`src/rtl/kbd_paddle_ctrl.sv`:
```
// rtl/kbd_paddle_ctrl.sv - PS/2 scan-code decoder driving paddle position and launch pulse
module kbd_paddle_ctrl #(
  parameter int PLAY_LEFT  = 100,
  parameter int PLAY_RIGHT = 540,
  parameter int HALF_LEN   = 30,
  parameter int INIT_LEF   = 300,
  parameter int STEP       = 4
) (
  input  logic        clk,
  input  logic        rst_n,
  input  logic [7:0]  kbd_byte,
  input  logic        kbd_valid,
  input  logic        tick_60,
  input  logic        lock,
  output logic [11:0] paddle_lef,
  output logic [11:0] paddle_half_len,
  output logic        launch,
  output logic        left_held,
  output logic        right_held,
  output logic [7:0]  last_code
);

  localparam logic [7:0] CODE_EXT   = 8'hE0;
  localparam logic [7:0] CODE_BRK   = 8'hF0;
  localparam logic [7:0] CODE_LARR  = 8'h6B;
  localparam logic [7:0] CODE_RARR  = 8'h74;
  localparam logic [7:0] CODE_A     = 8'h1C;
  localparam logic [7:0] CODE_D     = 8'h23;
  localparam logic [7:0] CODE_SPACE = 8'h29;

  // Movement bounds in 13-bit signed space so a step below zero stays negative
  localparam logic signed [12:0] LP_STEP  = 13'(STEP);
  localparam logic signed [12:0] LP_LEFT  = 13'(PLAY_LEFT);
  localparam logic signed [12:0] LP_RMAX  = 13'(PLAY_RIGHT - 2 * HALF_LEN);

  typedef enum logic [1:0] {
    ST_IDLE = 2'd0,
    ST_E0   = 2'd1,
    ST_F0   = 2'd2,
    ST_E0F0 = 2'd3
  } state_t;

  state_t      r_state;
  logic        r_left_arrow;
  logic        r_left_letter;
  logic        r_right_arrow;
  logic        r_right_letter;
  logic        r_space_held;
  logic        r_launch;
  logic [7:0]  r_last_code;
  logic [11:0] r_paddle_lef;

  logic        w_done;
  logic        w_ext;
  logic        w_brk;
  logic        w_make;
  logic        w_hit_larr;
  logic        w_hit_a;
  logic        w_hit_rarr;
  logic        w_hit_d;
  logic        w_hit_space;
  logic        w_left;
  logic        w_right;
  logic signed [12:0] w_dec;
  logic signed [12:0] w_inc;
  logic signed [12:0] w_dec_clamped;
  logic signed [12:0] w_inc_clamped;

  // Classify the incoming byte: does it complete a code, and is it extended and/or a break
  always_comb begin
    w_done = 1'b0;
    w_ext  = 1'b0;
    w_brk  = 1'b0;
    if (kbd_valid) begin
      case (r_state)
        ST_IDLE: begin
          if (kbd_byte != CODE_EXT && kbd_byte != CODE_BRK) begin
            w_done = 1'b1;
          end
        end
        ST_E0: begin
          if (kbd_byte != CODE_BRK) begin
            w_done = 1'b1;
            w_ext  = 1'b1;
          end
        end
        ST_F0: begin
          w_done = 1'b1;
          w_brk  = 1'b1;
        end
        ST_E0F0: begin
          w_done = 1'b1;
          w_ext  = 1'b1;
          w_brk  = 1'b1;
        end
        default: begin
          w_done = 1'b0;
        end
      endcase
    end
  end

  assign w_make      = ~w_brk;
  assign w_hit_larr  = w_done &  w_ext & (kbd_byte == CODE_LARR);
  assign w_hit_rarr  = w_done &  w_ext & (kbd_byte == CODE_RARR);
  assign w_hit_a     = w_done & ~w_ext & (kbd_byte == CODE_A);
  assign w_hit_d     = w_done & ~w_ext & (kbd_byte == CODE_D);
  assign w_hit_space = w_done & ~w_ext & (kbd_byte == CODE_SPACE);

  assign w_left  = r_left_arrow  | r_left_letter;
  assign w_right = r_right_arrow | r_right_letter;

  assign w_dec = $signed({1'b0, r_paddle_lef}) - LP_STEP;
  assign w_inc = $signed({1'b0, r_paddle_lef}) + LP_STEP;
  assign w_dec_clamped = (w_dec < LP_LEFT) ? LP_LEFT : w_dec;
  assign w_inc_clamped = (w_inc > LP_RMAX) ? LP_RMAX : w_inc;

  // Prefix tracker: remembers E0/F0 so the following byte is decoded in context
  always_ff @(posedge clk or negedge rst_n) begin
    if (!rst_n) begin
      r_state <= ST_IDLE;
    end else if (kbd_valid) begin
      case (r_state)
        ST_IDLE: begin
          if (kbd_byte == CODE_EXT) begin
            r_state <= ST_E0;
          end else if (kbd_byte == CODE_BRK) begin
            r_state <= ST_F0;
          end else begin
            r_state <= ST_IDLE;
          end
        end
        ST_E0: begin
          r_state <= (kbd_byte == CODE_BRK) ? ST_E0F0 : ST_IDLE;
        end
        default: begin
          r_state <= ST_IDLE;
        end
      endcase
    end
  end

  // Held flags: one per key source so releasing the arrow does not drop a held letter
  always_ff @(posedge clk or negedge rst_n) begin
    if (!rst_n) begin
      r_left_arrow   <= 1'b0;
      r_left_letter  <= 1'b0;
      r_right_arrow  <= 1'b0;
      r_right_letter <= 1'b0;
      r_space_held   <= 1'b0;
    end else begin
      if (w_hit_larr)  r_left_arrow   <= w_make;
      if (w_hit_a)     r_left_letter  <= w_make;
      if (w_hit_rarr)  r_right_arrow  <= w_make;
      if (w_hit_d)     r_right_letter <= w_make;
      if (w_hit_space) r_space_held   <= w_make;
    end
  end

  // Launch fires only on the first Space make; typematic repeats see space already held
  always_ff @(posedge clk or negedge rst_n) begin
    if (!rst_n) begin
      r_launch <= 1'b0;
    end else begin
      r_launch <= w_hit_space & w_make & ~r_space_held & ~lock;
    end
  end

  // Display register captures every completed code, prefixes excluded
  always_ff @(posedge clk or negedge rst_n) begin
    if (!rst_n) begin
      r_last_code <= 8'h00;
    end else if (w_done) begin
      r_last_code <= kbd_byte;
    end
  end

  // Paddle moves one step per frame tick when exactly one direction is held
  always_ff @(posedge clk or negedge rst_n) begin
    if (!rst_n) begin
      r_paddle_lef <= 12'(INIT_LEF);
    end else if (tick_60 && !lock) begin
      if (w_left && !w_right) begin
        r_paddle_lef <= w_dec_clamped[11:0];
      end else if (w_right && !w_left) begin
        r_paddle_lef <= w_inc_clamped[11:0];
      end
    end
  end

  assign paddle_lef      = r_paddle_lef;
  assign paddle_half_len = 12'(HALF_LEN);
  assign launch          = r_launch;
  assign left_held       = w_left;
  assign right_held      = w_right;
  assign last_code       = r_last_code;

endmodule

```
`config.mk`:
```
export PLATFORM = sky130hd
export DESIGN_NAME = kbd_paddle_ctrl
export DESIGN_NICKNAME = d
export VERILOG_FILES = /design/src/rtl/kbd_paddle_ctrl.sv
export SDC_FILE = /design/constraint.sdc
export NUM_CORES = 1
export LEC_CHECK = 0
export CAP_MARGIN = 25
export CORE_MARGIN = 4
export CORE_UTILIZATION = 47
export DETAILED_ROUTE_END_ITERATION = 8
export PLACE_DENSITY = 0.77
export SLEW_MARGIN = 20
export SYNTH_ARGS = -nofsm -noshare
export SYNTH_HDL_FRONTEND = slang
export SYNTH_SLANG_ARGS = --single-unit
```
`constraint.sdc`:
```
create_clock -name clk -period 5.2 [get_ports clk]
set_input_delay 1.04 -clock clk [delete_from_list [all_inputs] [get_ports clk]]
set_output_delay 1.04 -clock clk [all_outputs]
set_load 0.05 [all_outputs]
```
### Word level (Yosys, flattened, before mapping)

Cells that the tools add are included.

| cells by class | value |
|---|---|
| $add $sub $neg | 2 |
| magnitude comparators | 2 |
| equality and inequality tests | 12 |
| multiplexer cells | 16 |
| bitwise logic cells | 16 |
| reductions and logical operators | 11 |

Operators with widths:

| cell | count |
|---|---|
| 12-bit two-way mux | 4 |
| 8-bit by 6-bit equality test with 1-bit output (second input constant) | 2 |
| 8-bit by 7-bit equality test with 1-bit output (second input constant) | 2 |
| 8-bit equality test (second input constant) | 2 |
| 8-bit inequality test (second input constant) | 2 |
| 12-bit by 3-bit adder with 13-bit output (second input constant) | 1 |
| 13-bit by 10-bit > comparator with 1-bit output (second input constant) | 1 |
| 13-bit by 8-bit < comparator with 1-bit output (second input constant) | 1 |
| 12-bit by 3-bit subtractor with 13-bit output (second input constant) | 1 |
| 1-bit AND | 10 |
| 8-bit by 5-bit equality test with 1-bit output (second input constant) | 1 |
| 1-bit two-way mux | 6 |
| 2-bit two-way mux | 3 |
| 2-bit equality test (second input constant) | 2 |
| 1-bit logical AND | 4 |
| 1-bit NOT | 4 |
| 2-bit one-hot mux with 2 select lines | 1 |
| 1-bit zero test | 3 |
| 1-bit one-hot mux with 3 select lines | 1 |
| 2-bit by 1-bit equality test with 1-bit output (second input constant) | 1 |
| 2-bit zero test | 1 |
| 1-bit OR | 2 |
| 1-bit one-hot mux with 2 select lines | 1 |
| 2-bit AND reduction | 1 |
| other kinds (2) | 2 |

| storage, ports and cells | value |
|---|---|
| flip-flop bits (word level) | 28 |
| bits of input ports | 13 |
| output and inout bits | 35 |
| word-level logic and storage cells | 68 |

### Longest topological paths before layout

| logic depth | value |
|---|---|
| depth in word-level cells | 10 |
| gate-level depth with buffers | 11 |
| depth with buffers taken out | 9 |

### Worst setup path before layout

No wires, ideal clock.

| timing path | value |
|---|---|
| path kind | flip-flop to flip-flop |
| start point | register r_paddle_lef[3] (netlist: paddle_lef[3]) |
| end point | register r_paddle_lef[4] (netlist: paddle_lef[4]) |
| library setup time | 0.124 ns |
| arrival | 2.891 ns |
| required time | 5.076 ns |
| slack | 2.185 ns |
| stages on the path, launching flop included | 12 |
| buffers on the path | 2 |
| period minus slack after synthesis | 3.015 ns |
| cells stage by stage | dfstp_2 > clkbuf_1 > inv_1 > ha_1 > inv_1 > a311oi_1 > or4b_2 > a211oi_2 > or2_1 > buf_6 > o22ai_1 > o31a_1 |

| on the way | value |
|---|---|
| cells in the longest elaborated chain, start to end | 5 |
| elaborated cells on any way between the ends | 8 |
| those cells by class | add/sub: 2; order compare: 2; mux: 4 |

Ends and longest elaborated chain:

| item | RTL line | RTL |
|---|---|---|
| start: declaration | 51 | `logic [11:0] r_paddle_lef;` |
| start signal: assignment | 181 | `r_paddle_lef <= 12'(INIT_LEF);` |
| start signal: assignment | 184 | `r_paddle_lef <= w_dec_clamped[11:0];` |
| start signal: assignment | 186 | `r_paddle_lef <= w_inc_clamped[11:0];` |
| 12-bit by 3-bit adder with 13-bit output | 114 | `assign w_inc = $signed({1'b0, r_paddle_lef}) + LP_STEP;` |
| 13-bit by 10-bit > comparator with 1-bit output | 116 | `assign w_inc_clamped = (w_inc > LP_RMAX) ? LP_RMAX : w_inc;` |
| 12-bit two-way mux | 116 |  |
| 12-bit two-way mux | 185 | `end else if (w_right && !w_left) begin` |
| 12-bit two-way mux (*) | 183 | `if (w_left && !w_right) begin` |

Mark *: on every way between the ends. The rest lies on a longest branch, timed or not. The select of a mux whose other input is x is not followed.
A chain may end at the register's enable or synchronous reset.

### Final worst setup path

| timing path | value |
|---|---|
| start point | register r_paddle_lef[2] (netlist: paddle_lef[2]) |
| end point | register r_paddle_lef[5] (netlist: paddle_lef[5]) |

The elaborated chain is that of the path after synthesis.

==> impl_metrics.py <==
metrics = {
    "critical_path": {
        "path_max_fanout": 15,
        "path_cells": "inv_1 -> ha_1 -> inv_1 -> a311oi_1 -> or4b_2 -> a211oi_2 -> or2_1 -> o21ai_0 -> a211oi_1",
        "critical_path.max_stage_delay_ns": 0.70,
        "slowest_stage": "dfstp_2",
        "end_kind": "register",
        "worst_ep_required_time_ns": 5.37,
        "path_delay_family": "simple AND/OR/NAND/NOR gates",
        "cpMostUsedCell": "inv_1",
        "crit_type": "reg2reg",
        "path_buf_inv": 2,
        "crit_path_start_kind": "register",
        "cp.arrival_ns": 3.31,
    },
    "timing": {
        "slew_headroom": 0.569,
        "grt_setup_unrepaired": "false",
        "drv_slew": 0,
        "post-route-min-period_ns": 3.14,
        "hold_viol_final": 0,
        "setup_viol": 0,
        "finClkSkew_ns": 0.00291,
        "timing.fmax_mhz": 319,
        "fin_crit_sh": 0.603,
        "fin_ws_ns": 2.06,
        "setup-tns-final_ns": 0,
        "worstMarginPinSlew_ns": 0.642,
    },
    "route": {
        "drt-initial-drc-count": 187,
        "ant_nets": 0,
        "viasPerCell": 5.90,
        "wl_per_cell_um": 14.4,
        "route.detailed.drc": 0,
        "dr.pass1.iters": 4,
        "drt_wl_total_um": 4330,
        "vias": 1777,
    },
    "power_and_ir_drop": {
        "clkPwrFrac": 0.167,
        "power.share.combinational": 0.496,
        "switching_share": 0.463,
        "max-vdd-ir-drop_mv": 0.223,
        "pwr-share-seq": 0.337,
        "p_int_w": 0.000527,
        "powerDensity_nw_per_um2": 437,
        "static-leakage-power_nw": 0.887,
        "p_switching_w": 0.000454,
    },
    "die": {
        "placementRows": 22,
        "coreArea_sq_um": 3770,
        "die_w_um": 71.4,
        "start_util": 0.502,
        "io_pins": 48,
        "die_h_um": 71.4,
        "die_area_sq_um": 5100,
    },
    "global_routing": {
        "grt_pass1_vias": 1621,
        "gr-total-overflow": 0,
        "grt_usage": 0.177,
        "antenna_found_initial": 0,
        "grt_pass1_wl_um": 7490,
        "grt_max_degree": 27,
    },
    "cts": {
        "root_buffer": "clkbuf_8",
        "cts_buffers": 3,
        "hold_buffers": 0,
        "insertion_delay_ns": 0.27,
        "post_cts_resized": 0,
        "clock-sinks": 26,
        "cts.clk_slew.worst_paths_ns": 0.08,
        "cts_buffer_depth": 2,
        "cts_setup_buffers": 0,
        "cts_tree": "yes",
        "cts_htree_levels": 1,
    },
    "place": {
        "placed_area_sq_um": 2170,
        "gp_congestion": 0.938,
        "placed_cells": 297,
        "dpl.hpwl_um": 3210,
        "dp_slack_ns": 2.06,
        "port_buffers": 33,
    },
    "synthesis": {
        "netlist-cell-type-count": 54,
        "synth_ff_type": "dfrtp_1",
        "synth_area_sq_um": 1890,
        "syn_avg_cell_area_sq_um": 8.26,
        "syn_inst": 229,
        "synth_edf_count": 0,
        "seq_area_frac_synth": 0.347,
        "ys_warn_count": 0,
        "async_reset_ff_frac": 1.00,
        "ys_ff_latch": 26,
    },
    "outcome": {
        "status": "finished clean",
    },
    "cells_and_area": {
        "final_util": 0.595,
        "antenna_cells": 0,
        "drive_gt1_frac": 0.107,
        "layout_common_cells": "33 x clkdlybuf4s50_1, 29 x nand2_1, 22 x dfrtp_1, 15 x nor2_1",
        "design_area_sq_um": 2240,
        "fill_cells": 330,
        "final_common_cell": "clkdlybuf4s50_1",
        "final_nets": 270,
        "area_growth_pct": 18.6,
        "fin_cells": 301,
    },
    "hold_path": {
        "hold_class": "reg2reg",
    },
    "run": {
        "maxCapViolCount": 0,
    },
}
==> registers in the layout, indices dropped and copies added (netlist names) <==
name            cells
paddle_lef         10
r_space_held        1
last_code           8
r_right_arrow       1
launch              1
r_state             2
r_right_letter      1
r_left_letter       1
r_left_arrow        1
==> layout make-up <==
type,instances,area (sq um),share of cell area
repair buffers,34,338,0.151
inverters,9,33.8,0.0151
clock inverters,1,30.0,0.0134
well taps,48,60.1,0.0268
multi-input cells,180,1080,0.484
flip-flops and latches,26,656,0.292
clock buffers,3,41.3,0.0184
==> synthesized netlist by cell type (2+ instances only) <==
library cell | instances | share of area
nor4_1 | 5 | 0.017
nor4b_1 | 3 | 0.014
a211oi_2 | 2 | 0.013
nand2_1 | 29 | 0.058
nor3_1 | 9 | 0.024
mux2_2 | 7 | 0.042
or3_1 | 7 | 0.023
nor2_1 | 15 | 0.030
nand3_1 | 7 | 0.019
or4_1 | 2 | 0.0079
ha_1 | 3 | 0.020
or4b_2 | 2 | 0.011
o21ai_0 | 14 | 0.037
o21ai_1 | 2 | 0.0053
buf_6 | 2 | 0.012
conb_1 | 2 | 0.0040
inv_1 | 9 | 0.018
o31a_1 | 2 | 0.0093
nor2b_1 | 2 | 0.0066
a22oi_1 | 2 | 0.0079
dfrtp_1 | 22 | 0.29
buf_2 | 2 | 0.0053
dfstp_2 | 4 | 0.056
and4_1 | 2 | 0.0093
buf_4 | 14 | 0.056
nand4_1 | 2 | 0.0066
o21bai_1 | 2 | 0.0079
clkbuf_1 | 8 | 0.016
nor3b_1 | 3 | 0.012
or2_2 | 4 | 0.013
a22o_1 | 2 | 0.0093
a31oi_1 | 7 | 0.023
nand3b_1 | 2 | 0.0079
a21oi_1 | 8 | 0.021
and3_1 | 2 | 0.0066
==> worst paths after layout <==
kind | startpoint | to | slack (ns) | cells past startpoint
worst max-delay path | paddle_lef[2] | paddle_lef[5] | 2.06 | 9
worst min-delay path | r_space_held | launch | 0.46 | 1
max in group asynchronous | rst_n | paddle_lef[5] | 3.77 | 2
min in group asynchronous | rst_n | paddle_lef[9] | 1.13 | 2
worst min register to register | r_space_held | launch | 0.46 | 1
worst max register to register | paddle_lef[2] | paddle_lef[5] | 2.06 | 9
==> through the flow <==
stage	hold slack, ns	total power, W
after floorplan	0.405	0.000689
after global placement	0.443	0.000812
after detailed placement	0.426	0.000812
after CTS	0.452	0.000981
after global routing	0.457	0.00105
final	0.455	0.000981
==> power groups by stage <==
| stage | Clock (W) | Sequential (W) | Combinational, W |
|---|---|---|---|
| CTS | 0.000170 | 0.000328 | 0.000483 |
| finish | 0.000164 | 0.000331 | 0.000486 |
| detailed placement | 0 | 0.000331 | 0.000481 |
| global placement | 0 | 0.000333 | 0.000479 |
| global route | 0.000181 | 0.000341 | 0.000530 |
| floorplan | 0 | 0.000383 | 0.000306 |
==> kinds of logic (layout without fill, tap and decap cells) <==
logic type | count (synthesis) | count (layout) | synth area share
buffers and inverters | 35 | 47 | 0.106
other | 2 | 14 | 0.00397
muxes | 8 | 8 | 0.0470
AOI/OAI and AO/OA | 52 | 52 | 0.181
adders and majority gates | 3 | 3 | 0.0198
DFF | 26 | 26 | 0.347
and+or+nand+nor | 102 | 102 | 0.290
xor gates and xnor gates | 1 | 1 | 0.00463
==> metal layers <==
metal  wire length (um)  vias up  part of all wire  global-route usage
met5                  0        -                 0                   0
met4                 42        0            0.0097              0.0355
met3                369        6             0.085              0.0309
met2               1930       94              0.44               0.267
met1               1990      828              0.46               0.265
li1                   -      849                 -                   -
Power figures use the tool's default switching activity.
